<file path="src/rtl/fir_pkg.sv">
// Shared types and sizing for the 8-tap FIR sequencer and its datapath.
package fir_pkg;

  localparam int TAPS_DEFAULT = 8;

  // Keeps the address at least one bit wide, even at the minimum tap count.
  function automatic int addr_width(input int taps);
    return (taps > 1) ? $clog2(taps) : 1;
  endfunction

  typedef enum logic [2:0] {
    IDLE,
    WRITE,
    READ,
    DRAIN,
    DONE,
    CLEAR
  } state_t;

endpackage

</file>
<file path="src/rtl/fir_sequencer.sv">
// Controller for the FIR datapath: writes each sample into a circular delay line,
// walks the taps against the coefficient ROM and frames the MAC accumulation.
module fir_sequencer
  import fir_pkg::*;
#(
  parameter int TAPS   = TAPS_DEFAULT,
  parameter int ADDR_W = addr_width(TAPS)
) (
  input  logic              clock,
  input  logic              reset,
  input  logic              valid_in,
  input  logic              clear,
  output logic              ready,
  output logic [ADDR_W-1:0] rom_address,
  output logic [ADDR_W-1:0] ram_address,
  output logic              ram_en,
  output logic              ram_we,
  output logic              zero_sel,
  output logic              mac_init,
  output logic              mac_en,
  output logic              valid_out
);

  localparam logic [ADDR_W-1:0] TAP_LAST = ADDR_W'(TAPS - 1);
  localparam logic [ADDR_W-1:0] TAP_ONE  = ADDR_W'(1);

  state_t            state;
  logic [ADDR_W-1:0] wr_ptr;
  logic [ADDR_W-1:0] tap;
  logic              rd_d;

  // NOTE: state is updated with non-blocking assignments so every flop samples
  // the pre-edge values of the others, independent of statement order.
  always_ff @(posedge clock) begin
    if (reset) begin
      state  <= IDLE;
      wr_ptr <= '0;
      tap    <= '0;
      rd_d   <= 1'b0;
    end else begin
      // Memories answer one cycle after the read, so the MAC strobe trails it.
      rd_d <= (state == READ);
      case (state)
        IDLE: begin
          tap <= '0;
          if (clear)         state <= CLEAR;
          else if (valid_in) state <= WRITE;
        end
        WRITE: begin
          tap   <= '0;
          state <= READ;
        end
        READ: begin
          tap <= tap + 1'b1;
          if (tap == TAP_LAST) state <= DRAIN;
        end
        DRAIN: state <= DONE;
        DONE: begin
          wr_ptr <= wr_ptr + 1'b1;
          state  <= IDLE;
        end
        CLEAR: begin
          tap <= tap + 1'b1;
          if (tap == TAP_LAST) begin
            wr_ptr <= '0;
            state  <= IDLE;
          end
        end
        default: state <= IDLE;
      endcase
    end
  end

  // NOTE: every output gets a default before the case so no path infers a latch.
  always_comb begin
    rom_address = '0;
    ram_address = '0;
    ram_en      = 1'b0;
    ram_we      = 1'b0;
    zero_sel    = 1'b0;
    case (state)
      WRITE: begin
        ram_en      = 1'b1;
        ram_we      = 1'b1;
        ram_address = wr_ptr;
      end
      READ: begin
        ram_en      = 1'b1;
        ram_address = wr_ptr - tap;
        rom_address = tap;
      end
      CLEAR: begin
        ram_en      = 1'b1;
        ram_we      = 1'b1;
        zero_sel    = 1'b1;
        ram_address = tap;
      end
      default: ;
    endcase
  end

  assign ready     = (state == IDLE);
  assign mac_en    = rd_d;
  // The first MAC strobe lands while the counter already points at tap 1.
  assign mac_init  = rd_d && (state == READ) && (tap == TAP_ONE);
  assign valid_out = (state == DONE);

endmodule

</file>
<file path="config.mk">
export PLATFORM = sky130hd
export DESIGN_NAME = fir_sequencer
export DESIGN_NICKNAME = d
export VERILOG_FILES = /design/src/rtl/fir_pkg.sv /design/src/rtl/fir_sequencer.sv
export SDC_FILE = /design/constraint.sdc
export NUM_CORES = 1
export LEC_CHECK = 0
export ABC_AREA = 1
export CELL_PAD_IN_SITES_DETAIL_PLACEMENT = 1
export CELL_PAD_IN_SITES_GLOBAL_PLACEMENT = 1
export CORE_MARGIN = 2
export CORE_UTILIZATION = 31
export CTS_CLUSTER_DIAMETER = 150
export CTS_CLUSTER_SIZE = 12
export DETAILED_ROUTE_END_ITERATION = 7
export PLACE_DENSITY_LB_ADDON = 0.1
export RECOVER_POWER = 25
export SYNTH_ARGS = -nofsm -noshare
export SYNTH_HDL_FRONTEND = slang
export SYNTH_SLANG_ARGS = --single-unit
</file>
<file path="constraint.sdc">
create_clock -name clock -period 1.7 [get_ports clock]
set_input_delay 0.34 -clock clock [delete_from_list [all_inputs] [get_ports clock]]
set_output_delay 0.34 -clock clock [all_outputs]
set_load 0.05 [all_outputs]
</file>
After elaboration in Yosys (flattened, before gate mapping)
Index checks and enable logic that the tools add are counted.
{"block": "totals", "register_bits": 10, "mem_count": 0, "latch_bits": 0, "mem_bits_rw": 0, "rom_bits": 0, "output_inout_bits": 13}
{"block": "op_classes", "n_mux": 12, "magnitude_cmp": 0, "bitwise": 0, "n_div": 0, "reduce_logical": 11, "addsub": 3, "shift": 0, "mul": 0, "n_eq_ne": 10}
{"operator": "$mux W3", "count": 5}
{"operator": "$pmux W3 S5", "count": 1}
{"operator": "$pmux W3 S2", "count": 2}
{"operator": "$eq A3 B3 Y1 const B", "count": 3}
{"operator": "$pmux W3 S3", "count": 1}
{"operator": "$add A3 B1 Y3 const B", "count": 2}
{"operator": "$eq A3 B1 Y1 const B", "count": 2}
{"operator": "$eq A3 B2 Y1 const B", "count": 2}
{"operator": "$reduce_or A2 Y1", "count": 3}
{"operator": "$reduce_bool A2 Y1", "count": 2}
{"operator": "$logic_not A3 Y1", "count": 1}
{"operator": "$mux W1", "count": 3}
{"operator": "$ne A3 B3 Y1 const B", "count": 1}
{"operator": "$reduce_and A3 Y1", "count": 1}
{"operator": "$reduce_or A3 Y1", "count": 1}
{"operator": "$sub A3 B3 Y3", "count": 1}
{"operator": "$logic_and A1 B1 Y1", "count": 2}
{"operator": "$ne A2 B1 Y1 const B", "count": 1}
{"operator": "$ne A2 B2 Y1 const B", "count": 1}
{"operator": "$reduce_and A2 Y1", "count": 1}

Logic depth before layout (Yosys ltp)
Gate-level depths: netlist (run 1).
{"block": "depth", "ltp_word": 3, "ltp_mapped": 7}

Worst setup path before layout (run 1)
No wires, ideal clock.
{"block": "synth_path", "kind": "reg-to-output", "start": "register wr_ptr[0]", "end": "output ram_address[0]", "required_time_ns": 1.360, "path_buffers": 0, "arrival_time_ns": 1.526, "stages_incl_launch_ff": 4, "setup_slack_ns": -0.166, "path_cell_list": "dfxtp_1 inv_1 ha_1 o221ai_1"}
{"block": "synth_between", "elab_chain_len": 2}
{"item": "from (decl)", "line": "fir_sequencer.sv:28", "rtl": "logic [ADDR_W-1:0] wr_ptr;"}
{"item": "from (signal assigned)", "line": "fir_sequencer.sv:59", "rtl": "wr_ptr <= wr_ptr + 1'b1;"}
{"item": "$sub A3 B3 Y3", "line": "fir_sequencer.sv:89", "rtl": "ram_address = wr_ptr - tap;"}
{"item": "$pmux W3 S3 (*)", "line": "fir_sequencer.sv:81", "rtl": "case (state)"}
{"item": "to (decl)", "line": "fir_sequencer.sv:15", "rtl": "output logic [ADDR_W-1:0] ram_address,"}
Mark *: on every way between the ends. The rest lies on a longest branch, timed or not.

Final worst setup path (run 1)
{"block": "layout_path", "start": "register wr_ptr[0]", "end": "output ram_address[1]"}
{"block": "layout_between", "elab_chain_len": 2}
{"item": "$sub A3 B3 Y3", "line": "fir_sequencer.sv:89"}
{"item": "$pmux W3 S3", "line": "fir_sequencer.sv:81"}
No other way between the ends.

==> results of run 1 <==
-- worst min-delay path: stages (launching register included) --
cell and delay (ns):
dfxtp_1 0.37, nand2_1 0.09, a21oi_1 0.06
-- flip-flops by register name, summed over array words and instances, names as in the netlist --
register,cells
mac_en,1
wr_ptr,3
tap,3
state,3
-- layer usage --
metal | up-vias | part of all wire
li1 | 369 | -
met5 | - | 0
met4 | 0 | 0.021
met1 | 363 | 0.41
met2 | 18 | 0.54
met3 | 7 | 0.033
-- report_power, final --
group          leakage (nW)  internal (mW)  total (mW)  switching, mW
Combinational         0.446          0.564        1.28          0.719
Clock                0.0210          0.131       0.235          0.105
Sequential           0.0842          0.294       0.369         0.0745
Total                 0.551          0.989        1.89          0.898
-- final cells by class --
class / count / area (sq um) / share of cell area
flip-flops and latches: 10 / 210 / 0.168
multi-input cells: 67 / 483 / 0.387
repair buffers: 31 / 412 / 0.330
well taps: 27 / 33.8 / 0.0271
inverters: 19 / 73.8 / 0.0591
clock buffers: 4 / 36.3 / 0.0291
-- cell usage after synthesis (2+ instances only) --
master | instances | area (sq um)
a21oi_1 | 11 | 55.1
nor3_1 | 2 | 10.0
ha_1 | 5 | 62.6
nand2_1 | 24 | 90.1
nand3_1 | 4 | 20.0
nor2_1 | 12 | 45.0
dfxtp_1 | 10 | 200
nand2_2 | 2 | 12.5
o21ai_0 | 2 | 10.0
inv_1 | 19 | 71.3
-- metrics by stage --
stage / instances / power (mW) / TNS, ns / hold WS [ns] / area [sq um]
finish: 158 / 1.89 / -0.865 / 0.558 / 1250
global route: 158 / 1.99 / -1.29 / 0.594 / 1250
CTS: 154 / 1.70 / -0.622 / 0.522 / 1150
detailed placement: 145 / 1.30 / -0.0223 / 0.498 / 1010
global placement: 145 / 1.28 / 0 / 0.479 / 1010
floorplan: 97 / 0.876 / -0.174 / 0.429 / 653
-- how the worst max path moves through the flow --
| stage | end | slack, ns | cells after the start |
|---|---|---|---|
| CTS | ram_address[2] | -0.32 | 8 |
| finish | ram_address[1] | -0.38 | 7 |
| global route | ram_address[1] | -0.47 | 7 |
| detailed placement | ram_address[1] | -0.01 | 7 |
| floorplan | ram_address[1] | -0.12 | 6 |
| global placement | ram_address[1] | 0.01 | 7 |
-- what timing repair did --
| action | CTS | global route |
|---|---|---|
| pin swaps | 7 | 7 |
| hold endpoints to repair | 0 | 0 |
| setup endpoints to repair | 9 | 9 |
| gates resized for setup | 20 | 18 |
| setup buffers | 5 | 4 |
-- logic make-up (layout without fill, tap and decap cells) --
family / after synthesis / after routing / share of synthesized area
buffers and inverters: 20 / 54 / 0.118
flip-flops: 10 / 10 / 0.315
AND/OR/NAND/NOR: 46 / 46 / 0.309
AO/OA/AOI/OAI: 15 / 15 / 0.128
adder cells (fa/ha/maj): 6 / 6 / 0.130
==> metrics.yaml, run 1 <==
outcome: "finished with violations"
violations: "setup timing"
cts_tree: "yes"
vias: 757
antenna_left: 0
worstRegToRegCells: 8
ys_types: 16
numCtsBuffers: 3
synth_fp_nets: 107
wl_um: 2440
cap_violations: 0
htreeDepth: 1
path_cells: "inv_2 -> ha_4 -> inv_2 -> fa_2 -> nand2_1 -> o211ai_1 -> clkbuf_16"
crit_required_ns: 1.36
numPortBuffers: 16
leakage_nw: 0.551
grt_pass1_wl_um: 3550
use_met2: 0.365
met3_usage: 0.0491
drc: 0
ir_worst_vdd_v: 0.00148
worst_slack_ns: -0.384
grtUsageMet1: 0.218
area_delta_synth_final_pct: 96.5
antenna_found_initial: 0
finalCritPeriodShare: 1.23
crit_buf_inv: 3
track_usage: 0.195
fin_util: 0.643
reg2reg_slack_ns: 0.22
grt_max_degree: 9
cts_hold_buf: 0
min_from: "tap[2]"
max_slew_margin: 0.790
cts.path.max_buffers: 2
ys_warn_count: 0
crit_start: "wr_ptr[0]"
setup_viol: 6
dieWidth_um: 49.3
synthFlopType: "dfxtp_1"
drt_iter0_drc: 11
fin_crit_ns: 2.08
gp_congestion: 0.752
reg2reg_from: "tap[0]"
dp_hpwl_um: 1480
final_common_cell: "nand2_1"
core_sq_mm: 0.00194
layout.nets: 142
cts.clk_slew.worst_paths_ns: 0.08
fmax_mhz: 480
drive_above_1_share: 0.481
critPathTopFamily: "adder cells"
yosysSeqAreaShare: 0.315
pre_cts_slack_ns: -0.0117
io_pins: 17
start_util: 0.327
die_area_sq_mm: 0.00243
crit_type: "reg -> out"
final_cell_mix: "nand2_1, buf_4, inv_1, buf_12, a21oi_1"
die-height_um: 49.3
first_pass_iters: 4
clk_latency_ns: 0.29
avgSynthCellArea_sq_um: 6.55
overflow: 0
synth-seq-cells: 10
hold_end: "tap[2]"
holdPathStages: 2
routedWlPerCell_um: 15.4
nFillCells: 232
fin_skew_ns: 0.00824
hp-class: "reg -> reg"
viasPerCell: 4.79
slowest_delay_ns: 0.51
rsz0062_at_grt: "true"
cts.sinks: 10
p_per_area_mw_per_mm2: 1510
crit_slowest_cell: "fa_2"
worstPathArrival_ns: 1.74
top_usage_layer: "met2"
syn_area_sq_um: 636
tightestPinTransition_ns: 0.314
drv_slew: 0
synthCells: 97
crit_path_frequent_cell: "inv_2"
r2r_end: "wr_ptr[2]"
async_flop_share: 0
worstPathMaxFanout: 2
synth_enable_flop_cells: 0
finalHoldViolCount: 0
end_kind: "primary output"
critPathLaunchType: "flip-flop"
cts-root-buf: "clkbuf_4"
rows: 16
diodes: 0
first_global_vias: 768
No activity file was read; power rests on OpenSTA's default activity.
==> inputs of run 2 (changes only) <==
- ABC_AREA: 1 -> unset
- CORE_UTILIZATION: 31 -> 35
- CTS_BUF_LIST: unset -> sky130_fd_sc_hd__clkbuf_16
- SLEW_MARGIN: unset -> 20
==> metrics.yaml, run 2 <==
vias: 813  # +7.4%
pwr-share-seq: 0.220  # +0.025
worstPathArrival_ns: 1.80  # +0.06 ns
cts.clk_slew.worst_paths_ns: 0.04  # -0.04 ns
drc: 0  # unchanged
synthFlopType: "dfxtp_1"
critPathLaunchType: "flip-flop"
max_slew_margin: 0.588  # -0.203
finalCritPeriodShare: 1.26  # +0.0321
ys_types: 31  # +15
core_sq_mm: 0.00196  # +1.0%
cts.sinks: 10  # unchanged
area_delta_synth_final_pct: 85.4
synth_top_cell_by_area: "dfxtp_1"
synthCells: 88  # -9.3%
antenna_found_initial: 0  # unchanged
crit_type: "reg -> out"
outcome: "finished with violations"
dieWidth_um: 49.6  # +0.60%
sw_frac_of_total: 0.387  # -0.0893
avgSynthCellArea_sq_um: 8.26  # +26%
synth_area_leaders: "dfxtp_1, ha_1, a21oi_1, nand2b_1, nor3_1"
dp_hpwl_um: 1910  # +29%
fin_util: 0.687  # +0.0438
multi_input_area_sq_um: 602  # +25%
worstPathMaxFanout: 2  # unchanged
ys_warn_count: 0  # unchanged
wl_um: 3490  # +43%
drive_above_1_share: 0.528  # +0.0475
p_sw_mw: 0.547  # -39%
viasPerCell: 5.42  # +13%
synthTopCellsByCount: "dfxtp_1, nand2_1, a21oi_1"
finalHoldViolCount: 0  # unchanged
die_area_sq_mm: 0.00246  # +1.2%
fin_skew_ns: 0.00103  # -0.00721 ns
syn_area_sq_um: 727  # +14%
tightestPinTransition_ns: 0.621  # +0.307 ns
cap_violations: 0  # unchanged
leakage_nw: 0.537  # -2.5%
worstRegToRegCells: 6  # -2
layout.nets: 134  # -5.6%
first_pass_iters: 4  # unchanged
cts.path.max_buffers: 2  # unchanged
violations: "setup timing"
power_mw: 1.42  # -25%
fin_crit_ns: 2.14  # +0.0545 ns
overflow: 0  # unchanged
antenna_left: 0  # unchanged
setup_viol: 9  # +3
diodes: 0  # unchanged
p_per_area_mw_per_mm2: 1050  # -30%
cts-root-buf: "clkbuf_16"
top_regs: "state (3), tap (3), wr_ptr (3)"
min_from: "wr_ptr[0]"
htreeDepth: 1  # unchanged
nFillCells: 221  # -4.7%
synth-seq-cells: 10  # unchanged
grt_max_degree: 12  # +3
synth.most_common_cell: "dfxtp_1"
cts_hold_buf: 0  # unchanged
reg2reg_from: "tap[0]"
gp_congestion: 0.772  # +2.7%
final_cell_mix: "buf_4, buf_12, a21oi_1, nand2_1, dfxtp_1"
rows: 16  # unchanged
final_common_cell: "buf_4"
start_util: 0.371  # +0.0432
clkPwrFrac: 0.309  # +0.184
numCtsBuffers: 3  # unchanged
holdPathStages: 3  # +1
yosysSeqAreaShare: 0.275  # -0.0396
fmax_mhz: 468  # -2.5%
cts_tree: "yes"
hold_slack_ns: 0.655  # +0.0971 ns
async_flop_share: 0  # unchanged
grt_pass1_wl_um: 5110  # +44%
crit_required_ns: 1.36  # about the same
track_usage: 0.290  # +0.0949
hold_end: "wr_ptr[0]"
tns_ns: -1.47  # -0.608 ns
worst_slack_ns: -0.439  # -0.0545 ns
r2r_end: "wr_ptr[2]"
synth_fp_nets: 98  # -8.4%
power.share.combinational: 0.472  # -0.208
regArea_sq_um: 210  # unchanged
synth.top_cell.area_share: 0.275  # -0.0396
die-height_um: 49.6  # +0.60%
end_kind: "primary output"
numPortBuffers: 16  # unchanged
routedWlPerCell_um: 23.3  # +51%
hp-class: "reg -> reg"
synth_enable_flop_cells: 0  # unchanged
drt_iter0_drc: 5  # -6
io_pins: 17  # unchanged
drv_slew: 0  # unchanged
rsz0062_at_grt: "true"
power.internal_mw: 0.868  # -12%
ir_worst_vdd_v: 0.000848  # -43%
first_global_vias: 940  # +22%
clk_latency_ns: 0.24  # -0.05 ns
reg2reg_slack_ns: 0.09  # -0.13 ns
-- run 2: changes by cell type in the layout (fill, tap and decap cells not counted), moves of 4 or more --
cell,delta
inv_1,-10
nor2_4,-6
a21oi_1,-4
buf_4,+4
nand2b_1,+5
nand2_1,-16
-- run 2: final cells by class --
cell class,count,area share
timing repair buffer,36,0.295
clock buffer,3,0.0557
clock inverter,1,0.00279
sequential,10,0.156
inverter,6,0.0186
tap,27,0.0251
multi-input combinational,67,0.447
-- run 2: worst max-delay path by stage --
stage | startpoint | to
5_1_grt | wr_ptr[0] | ram_address[2]
3_5_place_dp | wr_ptr[0] | ram_address[2]
6_report | wr_ptr[0] | ram_address[2]
3_3_place_gp | wr_ptr[0] | ram_address[2]
2_1_floorplan | wr_ptr[0] | ram_address[2]
4_1_cts | wr_ptr[0] | ram_address[2]
-- run 2: timing repair --
item / CTS / global route
pin swaps: 7 / 4
gates resized for setup: 20 / 12
setup endpoints to repair: 10 / 9
setup buffers: 2 / 1
-- run 2: per-layer routing --
metal / part of all wire / global-route usage / vias to the layer above / routed length (um)
li1: - / - / 384 / -
met1: 0.43 / 0.329 / 395 / 1490
met2: 0.51 / 0.480 / 22 / 1760
met3: 0.031 / 0.0697 / 12 / 109
met4: 0.036 / 0.190 / 0 / 124
met5: 0 / 0 / - / 0
-- run 2: power by group through the flow --
stage / logic, mW / clock network [mW] / registers (mW)
3_3_place_gp: 0.532 / 0 / 0.298
3_5_place_dp: 0.551 / 0 / 0.300
6_report: 0.668 / 0.437 / 0.311
4_1_cts: 0.603 / 0.437 / 0.303
5_1_grt: 0.697 / 0.465 / 0.313
2_1_floorplan: 0.318 / 0 / 0.296
-- run 2: critical path, cell delays in order, from the launching register on --
cell and delay [ns]:
dfxtp_2 0.32, inv_2 0.07, ha_4 0.12, inv_2 0.04, fa_2 0.32, xnor3_1 0.23
a22oi_2 0.23, o21ai_4 0.08, buf_12 0.15
-- run 2: logic make-up after synthesis --
logic type / Yosys count / synth area share
muxes: 2 / 0.0293
DFF: 10 / 0.275
buffers and inverters: 11 / 0.0706
AOI/OAI and AO/OA: 23 / 0.189
and+or+nand+nor: 35 / 0.291
xor gates and xnor gates: 1 / 0.0310
adders and majority gates: 6 / 0.114
-- run 2: metrics by stage --
stage	std cells	instance area (sq um)	setup slack, ns
floorplan	88	783	-0.174
global placement	143	1160	-0.207
detailed placement	143	1160	-0.333
CTS	149	1310	-0.430
global route	150	1350	-0.477
finish	150	1350	-0.439
